===== src/rtl/meas_sequencer_pkg.sv =====
// Shared types and constants for the periodic measurement sequencer.
//   state_e      : sequencer FSM state encoding
//   REG_PTR_TEMP : sensor pointer byte written before every read-back
//   LEN_PTR      : byte count of the pointer write
//   LEN_RD       : byte count of the result read (temp MSB/LSB, hum MSB/LSB)
//   cnt_width()  : bits needed to hold a counter value 0..max_val
package meas_pkg;

  typedef enum logic [2:0] {
    ST_IDLE     = 3'd0,
    ST_PTR_REQ  = 3'd1,
    ST_PTR_WAIT = 3'd2,
    ST_CONV     = 3'd3,
    ST_RD_REQ   = 3'd4,
    ST_RD_WAIT  = 3'd5,
    ST_UPDATE   = 3'd6,
    ST_BACKOFF  = 3'd7
  } state_e;

  localparam logic [7:0] REG_PTR_TEMP = 8'h00;
  localparam logic [2:0] LEN_PTR      = 3'd1;
  localparam logic [2:0] LEN_RD       = 3'd4;

  function automatic int cnt_width(input int max_val);
    return (max_val < 2) ? 1 : $clog2(max_val + 1);
  endfunction

endpackage


===== src/rtl/meas_sequencer_tick_gen.sv =====
// Free-running period counter for the measurement trigger.
//   clk100MHz : system clock
//   rst       : synchronous active-high reset (counter restarts at 0)
//   tick      : high for one cycle when the counter wraps (PERIOD_CYCLES-1 -> 0)
module tick_gen
  import meas_pkg::*;
#(
  parameter int PERIOD_CYCLES = 100_000_000
) (
  input  logic clk100MHz,
  input  logic rst,
  output logic tick
);

  localparam int CW = cnt_width(PERIOD_CYCLES - 1);
  localparam logic [CW-1:0] LAST = CW'(PERIOD_CYCLES - 1);

  logic [CW-1:0] cnt_q, cnt_d;

  always_comb begin
    tick  = (cnt_q == LAST);
    cnt_d = tick ? '0 : cnt_q + 1'b1;
  end

  always_ff @(posedge clk100MHz) begin
    if (rst) cnt_q <= '0;
    else     cnt_q <= cnt_d;
  end

endmodule


===== src/rtl/meas_sequencer.sv =====
// Periodic temperature/humidity measurement controller in front of a
// transaction-level I2C engine.
//   clk100MHz, rst       : clock, synchronous active-high reset
//   disp_sel             : 0 = temperature, 1 = humidity on data_out
//   txn_req/rw/addr/     : registered one-cycle request to the engine
//   txn_wdata/txn_len
//   txn_busy/done/nack/  : engine status and read data (rdata valid on done)
//   txn_rdata
//   temp_raw, hum_raw    : last good result words
//   data_out             : selected result word (combinational mux)
//   meas_valid           : one-cycle pulse, coincides with new raw values
//   stale, err_count     : abandoned-measurement status
//   busy                 : sequencer not idle
//
// state    | meaning
// ---------+-----------------------------------------------------------
// IDLE     | waiting for a pending trigger
// PTR_REQ  | issue pointer write once the engine is free
// PTR_WAIT | wait for pointer write completion / timeout
// CONV     | sensor conversion wait (CONV_CYCLES)
// RD_REQ   | issue 4-byte read once the engine is free
// RD_WAIT  | wait for read completion / timeout
// UPDATE   | one cycle, results already latched, meas_valid high
// BACKOFF  | pause before retrying from the pointer write
module meas_sequencer
  import meas_pkg::*;
#(
  parameter int         PERIOD_CYCLES  = 100_000_000,
  parameter int         CONV_CYCLES    = 1_500_000,
  parameter int         TIMEOUT_CYCLES = 200_000,
  parameter int         BACKOFF_CYCLES = 100_000,
  parameter int         MAX_RETRY      = 3,
  parameter logic [6:0] SENSOR_ADDR    = 7'h40
) (
  input  logic        clk100MHz,
  input  logic        rst,
  input  logic        disp_sel,
  output logic        txn_req,
  output logic        txn_rw,
  output logic [6:0]  txn_addr,
  output logic [7:0]  txn_wdata,
  output logic [2:0]  txn_len,
  input  logic        txn_busy,
  input  logic        txn_done,
  input  logic        txn_nack,
  input  logic [31:0] txn_rdata,
  output logic [15:0] temp_raw,
  output logic [15:0] hum_raw,
  output logic [15:0] data_out,
  output logic        meas_valid,
  output logic        stale,
  output logic [7:0]  err_count,
  output logic        busy
);

  localparam int WAIT_MAX = (CONV_CYCLES > BACKOFF_CYCLES) ? CONV_CYCLES : BACKOFF_CYCLES;
  localparam int WW = cnt_width(WAIT_MAX);
  localparam int TW = cnt_width(TIMEOUT_CYCLES);
  localparam int RW = cnt_width(MAX_RETRY);

  localparam logic [WW-1:0] CONV_LOAD    = WW'(CONV_CYCLES - 1);
  localparam logic [WW-1:0] BACKOFF_LOAD = WW'(BACKOFF_CYCLES - 1);
  localparam logic [TW-1:0] TMO_LOAD     = TW'(TIMEOUT_CYCLES);
  localparam logic [RW-1:0] RETRY_MAX    = RW'(MAX_RETRY);

  state_e        state_q, state_d;
  logic          tick;
  logic          pending_q, pending_d;
  logic [WW-1:0] wait_q;
  logic [TW-1:0] tmo_q;
  logic [RW-1:0] retry_q;
  logic          txn_req_q, txn_rw_q;
  logic [7:0]    txn_wdata_q;
  logic [2:0]    txn_len_q;
  logic [15:0]   temp_q, hum_q;
  logic          meas_valid_q, stale_q;
  logic [7:0]    err_q;

  logic start, issue, in_wait, timed_out, done_ok, attempt_fail, can_retry, wait_end;

  tick_gen #(
    .PERIOD_CYCLES(PERIOD_CYCLES)
  ) u_tick_gen (
    .clk100MHz(clk100MHz),
    .rst      (rst),
    .tick     (tick)
  );

  // Events derived from the current state; done/nack are only honoured in
  // the two WAIT states, and an expired timeout masks a same-cycle done.
  always_comb begin
    start        = (state_q == ST_IDLE) && pending_q;
    issue        = ((state_q == ST_PTR_REQ) || (state_q == ST_RD_REQ)) && !txn_busy;
    in_wait      = (state_q == ST_PTR_WAIT) || (state_q == ST_RD_WAIT);
    timed_out    = in_wait && (tmo_q == '0);
    done_ok      = in_wait && !timed_out && txn_done && !txn_nack;
    attempt_fail = in_wait && (timed_out || (txn_done && txn_nack));
    can_retry    = (retry_q < RETRY_MAX);
    wait_end     = (wait_q == '0);
    // A tick in the same cycle as the IDLE consume keeps pending set.
    pending_d    = tick ? 1'b1 : (start ? 1'b0 : pending_q);
  end

  // State register
  always_ff @(posedge clk100MHz) begin
    if (rst) state_q <= ST_IDLE;
    else     state_q <= state_d;
  end

  // Next-state logic
  always_comb begin
    state_d = state_q;
    case (state_q)
      ST_IDLE:     if (pending_q) state_d = ST_PTR_REQ;
      ST_PTR_REQ:  if (!txn_busy) state_d = ST_PTR_WAIT;
      ST_PTR_WAIT: begin
        if (done_ok)           state_d = ST_CONV;
        else if (attempt_fail) state_d = can_retry ? ST_BACKOFF : ST_IDLE;
      end
      ST_CONV:     if (wait_end) state_d = ST_RD_REQ;
      ST_RD_REQ:   if (!txn_busy) state_d = ST_RD_WAIT;
      ST_RD_WAIT: begin
        if (done_ok)           state_d = ST_UPDATE;
        else if (attempt_fail) state_d = can_retry ? ST_BACKOFF : ST_IDLE;
      end
      ST_UPDATE:   state_d = ST_IDLE;
      ST_BACKOFF:  if (wait_end) state_d = ST_PTR_REQ;
      default:     state_d = ST_IDLE;
    endcase
  end

  // Output logic
  always_comb begin
    busy       = (state_q != ST_IDLE);
    txn_req    = txn_req_q;
    txn_rw     = txn_rw_q;
    txn_addr   = SENSOR_ADDR;
    txn_wdata  = txn_wdata_q;
    txn_len    = txn_len_q;
    temp_raw   = temp_q;
    hum_raw    = hum_q;
    data_out   = disp_sel ? hum_q : temp_q;
    meas_valid = meas_valid_q;
    stale      = stale_q;
    err_count  = err_q;
  end

  // Counters, request registers and result registers
  always_ff @(posedge clk100MHz) begin
    if (rst) begin
      pending_q    <= 1'b1;
      wait_q       <= '0;
      tmo_q        <= '0;
      retry_q      <= '0;
      txn_req_q    <= 1'b0;
      txn_rw_q     <= 1'b0;
      txn_wdata_q  <= 8'h00;
      txn_len_q    <= 3'd0;
      temp_q       <= 16'h0000;
      hum_q        <= 16'h0000;
      meas_valid_q <= 1'b0;
      stale_q      <= 1'b0;
      err_q        <= 8'h00;
    end else begin
      pending_q <= pending_d;

      txn_req_q <= issue;
      if (issue) begin
        txn_rw_q    <= (state_q == ST_RD_REQ);
        txn_len_q   <= (state_q == ST_RD_REQ) ? LEN_RD : LEN_PTR;
        txn_wdata_q <= REG_PTR_TEMP;
      end

      // Timeout is a down-counter armed with each request.
      if (issue)                        tmo_q <= TMO_LOAD;
      else if (in_wait && !timed_out)   tmo_q <= tmo_q - 1'b1;

      if ((state_q == ST_PTR_WAIT) && done_ok)
        wait_q <= CONV_LOAD;
      else if (attempt_fail && can_retry)
        wait_q <= BACKOFF_LOAD;
      else if (((state_q == ST_CONV) || (state_q == ST_BACKOFF)) && !wait_end)
        wait_q <= wait_q - 1'b1;

      if (start)                          retry_q <= '0;
      else if (attempt_fail && can_retry) retry_q <= retry_q + 1'b1;

      // Results are captured on the accepted read completion so they are
      // visible during UPDATE together with meas_valid.
      meas_valid_q <= (state_q == ST_RD_WAIT) && done_ok;
      if ((state_q == ST_RD_WAIT) && done_ok) begin
        temp_q  <= txn_rdata[31:16];
        hum_q   <= txn_rdata[15:0];
        stale_q <= 1'b0;
      end else if (attempt_fail && !can_retry) begin
        stale_q <= 1'b1;
        if (err_q != 8'hFF) err_q <= err_q + 8'd1;
      end
    end
  end

endmodule


===== config.mk =====
export PLATFORM = sky130hd
export DESIGN_NAME = meas_sequencer
export DESIGN_NICKNAME = d
export VERILOG_FILES = /design/src/rtl/meas_sequencer_pkg.sv /design/src/rtl/meas_sequencer_tick_gen.sv /design/src/rtl/meas_sequencer.sv
export SDC_FILE = /design/constraint.sdc
export NUM_CORES = 1
export LEC_CHECK = 0
export CAP_MARGIN = 25
export CORE_MARGIN = 1
export CORE_UTILIZATION = 45
export CTS_BUF_LIST = sky130_fd_sc_hd__clkbuf_4 sky130_fd_sc_hd__clkbuf_8
export CTS_CLUSTER_DIAMETER = 200
export DETAILED_ROUTE_END_ITERATION = 8
export HOLD_SLACK_MARGIN = 0.05
export PLACE_DENSITY_LB_ADDON = 0.08
export SYNTH_ARGS = -nofsm -noshare
export SYNTH_HDL_FRONTEND = slang
export SYNTH_HIERARCHICAL = 1
export SYNTH_SLANG_ARGS = --single-unit

===== constraint.sdc =====
create_clock -name clk100MHz -period 4.32 [get_ports clk100MHz]
set_input_delay 0.864 -clock clk100MHz [delete_from_list [all_inputs] [get_ports clk100MHz]]
set_output_delay 0.864 -clock clk100MHz [all_outputs]
set_load 0.01 [all_outputs]

==> metrics <==
status=finished clean; vias in the first global route=4885; Die Footprint=13240 µm²; drt total wl=14.43 mm; Final Critical Period=3556 ps; Power Internal=2.526 mW; P&R area growth vs syn=24.52%; Detail Route Antenna Nets=0; I/O pin cnt=117; clock power share=0.251; post-CTS sizing=0; Peak Freq=281.2 MHz; Chip Height=115.0 µm; Initial Utilization=0.4709; Req. time, crit path=3460 ps; setup bufs post-CTS=0; PwrDens=595.6 nW/µm²; Chip Width=115.0 µm; endpoint class of the critical path=output pin; initial drt markers=315; initial antenna violation count=0; clk sinks=117; Synth area leaders=dfxtp_1, a22o_1, xor2_1; most common library cells after synthesis=dfxtp_1, nor2_1, a21oi_1, a22o_1, nand2_1; layout cells sized above 1=0.1160; register bit total from synthesis=117; All-Layer GR Usage=0.2282; RSZ-0062 raised after global routing=no; Worst setup SP type=primary input; fin nets=756; power share of the combinational group=0.416; ys async rst share=0; DPL Wire Length=9.972 mm; GPL Wtd Cong=0.7912; CP arrival=2690 ps; setup TNS=0 ps; clk slew on worst S/H paths=60 ps; Clock Tree Buf Depth=2; r2r startpoint=wait_q[6]$_SDFFE_PP0P_; CTS tree=yes; number of cell rows=40; endpoints failing setup=0; Remaining DRCs=0; FF+latch area=2342 µm²; Avg Inst Size Synth=9.171 µm²; Final Cycle Share=0.8231; end of the worst register-to-register path=wait_q[14]$_SDFFE_PP0P_; gate count after technology mapping=627; Critical Path Source=disp_sel; global-route wire length before repair=23.66 mm; Seq/Total Area, Yosys=0.4073; Slew @ Worst Pin=999.2 ps; cell with the most instances after synthesis=dfxtp_1; DR WL/cell=16.18 µm; Layout fillers=1115; total congestion overflow=0; antenna diode count=0; via density per instance=5.682; sw frac=0.4077; reg2reg setup slack=1370 ps; core area=12210 µm²; Mapped Area=5751 µm²; Port Buffers=100; leading area contributor after synthesis=dfxtp_1; Util after Layout=0.5864; Hold Vio Cnt, Final=0; WS Path Type=primary input to output pin; CTS buffer count=17; H-tree levels=4; Flop pwr share=0.333; VDD IR max=0.2892 mV; synth warn=6; CP Max Fanout=16; Hold Path Origin=stale$_SDFFE_PP0P_; synth unique cells=75; drt pass-1 iters=5; Pleak=2.552 nW; Synth top area share=0.4073; ys flop type=dfxtp_1; Clock Root Buffer=clkbuf_8; Rel. slew slack=0.3334; multi-input logic area=3093 µm²; crit path capture=data_out[10]; R2R depth=5; fin. max-slew vios=0; largest net degree at the start of global routing=34; DR vias=5068; CTS Hold Bufs=0; P_sw=1.739 mW; worst skew pair latency=440 ps; clock skew=7.886 ps; max-cap violations=0; Min-Delay Path Class=flip-flop to flip-flop; EDFF count, synth=0
[layout by cell type (no fill, tap or decap), drive strengths merged, types with 19 or more instances in the layout]
cell and instances:
a21oi 38, or4 27, clkbuf 22, a22o 32
nand3 19, dfxtp 117, xor2 22, clkdlybuf4s50 99
nand2 29, nor2 49
[critical path, stage by stage]
cell,delay (ps)
clkdlybuf4s50_1,920
mux2_2,410
clkdlybuf4s50_1,490
[flip-flops by register name, summed over array words and instances, names as in the netlist, 2 cells and up]
signal            cells
tmo_q                18
txn_len               2
retry_q               2
state_q               3
err_count             8
wait_q               21
hum_raw              16
u_tick_gen/cnt_q     27
temp_raw             16
[power by group through the flow]
stage / clock network [mW] / registers [mW] / logic (mW)
after floorplan: 0 / 1.37 / 1.47
after global placement: 0 / 1.43 / 1.71
after detailed placement: 0 / 1.44 / 1.75
after CTS: 1.10 / 1.42 / 1.77
after global routing: 1.15 / 1.45 / 1.98
final: 1.07 / 1.42 / 1.77
[worst min-delay path by stage]
stage                                           end  slack [ps]  cells past startpoint
finish                           stale$_SDFFE_PP0P_         480                      1
global route                     stale$_SDFFE_PP0P_         510                      1
CTS                 u_tick_gen/cnt_q[24]$_SDFF_PP0_         480                      1
detailed placement  u_tick_gen/cnt_q[24]$_SDFF_PP0_         460                      1
global placement    u_tick_gen/cnt_q[24]$_SDFF_PP0_         450                      1
floorplan           u_tick_gen/cnt_q[26]$_SDFF_PP0_         430                      1
[kinds of logic after synthesis]
family	share of synthesized area
xor gates and xnor gates	0.05026
other	0.001306
adders and majority gates	0.01305
buffers and inverters	0.06549
DFF	0.4073
and+or+nand+nor	0.2069
muxes	0.03655
AOI/OAI and AO/OA	0.2191
[stage by stage]
step | std cells | hold slack (ps) | total power [mW] | instance area (µm²) | worst slack (ps)
2_1_floorplan | 641 | 434.3 | 2.845 | 5803 | 1593
3_3_place_gp | 859 | 450.7 | 3.146 | 6724 | 813.7
6_report | 892 | 477.1 | 4.265 | 7161 | 764.4
4_1_cts | 891 | 475.4 | 4.278 | 7153 | 752.3
5_1_grt | 892 | 510.2 | 4.579 | 7161 | 663.9
3_5_place_dp | 860 | 462.3 | 3.194 | 6731 | 747.7
[area by class of cell]
class / instances / area share
clock inverter: 9 / 0.01747
timing repair buffer: 105 / 0.1443
tap: 168 / 0.02936
multi-input combinational: 455 / 0.4319
sequential: 117 / 0.3271
clock buffer: 22 / 0.04141
inverter: 16 / 0.008387
[per-layer routing]
metal	vias to the layer above	part of all wire	global-route usage
li1	2506	-	-
met1	2429	0.44	0.2804
met2	120	0.49	0.3695
met3	13	0.057	0.08329
met4	0	0.010	0.07706
met5	-	0	0
Note: power is estimated with default switching activity, not from simulation.
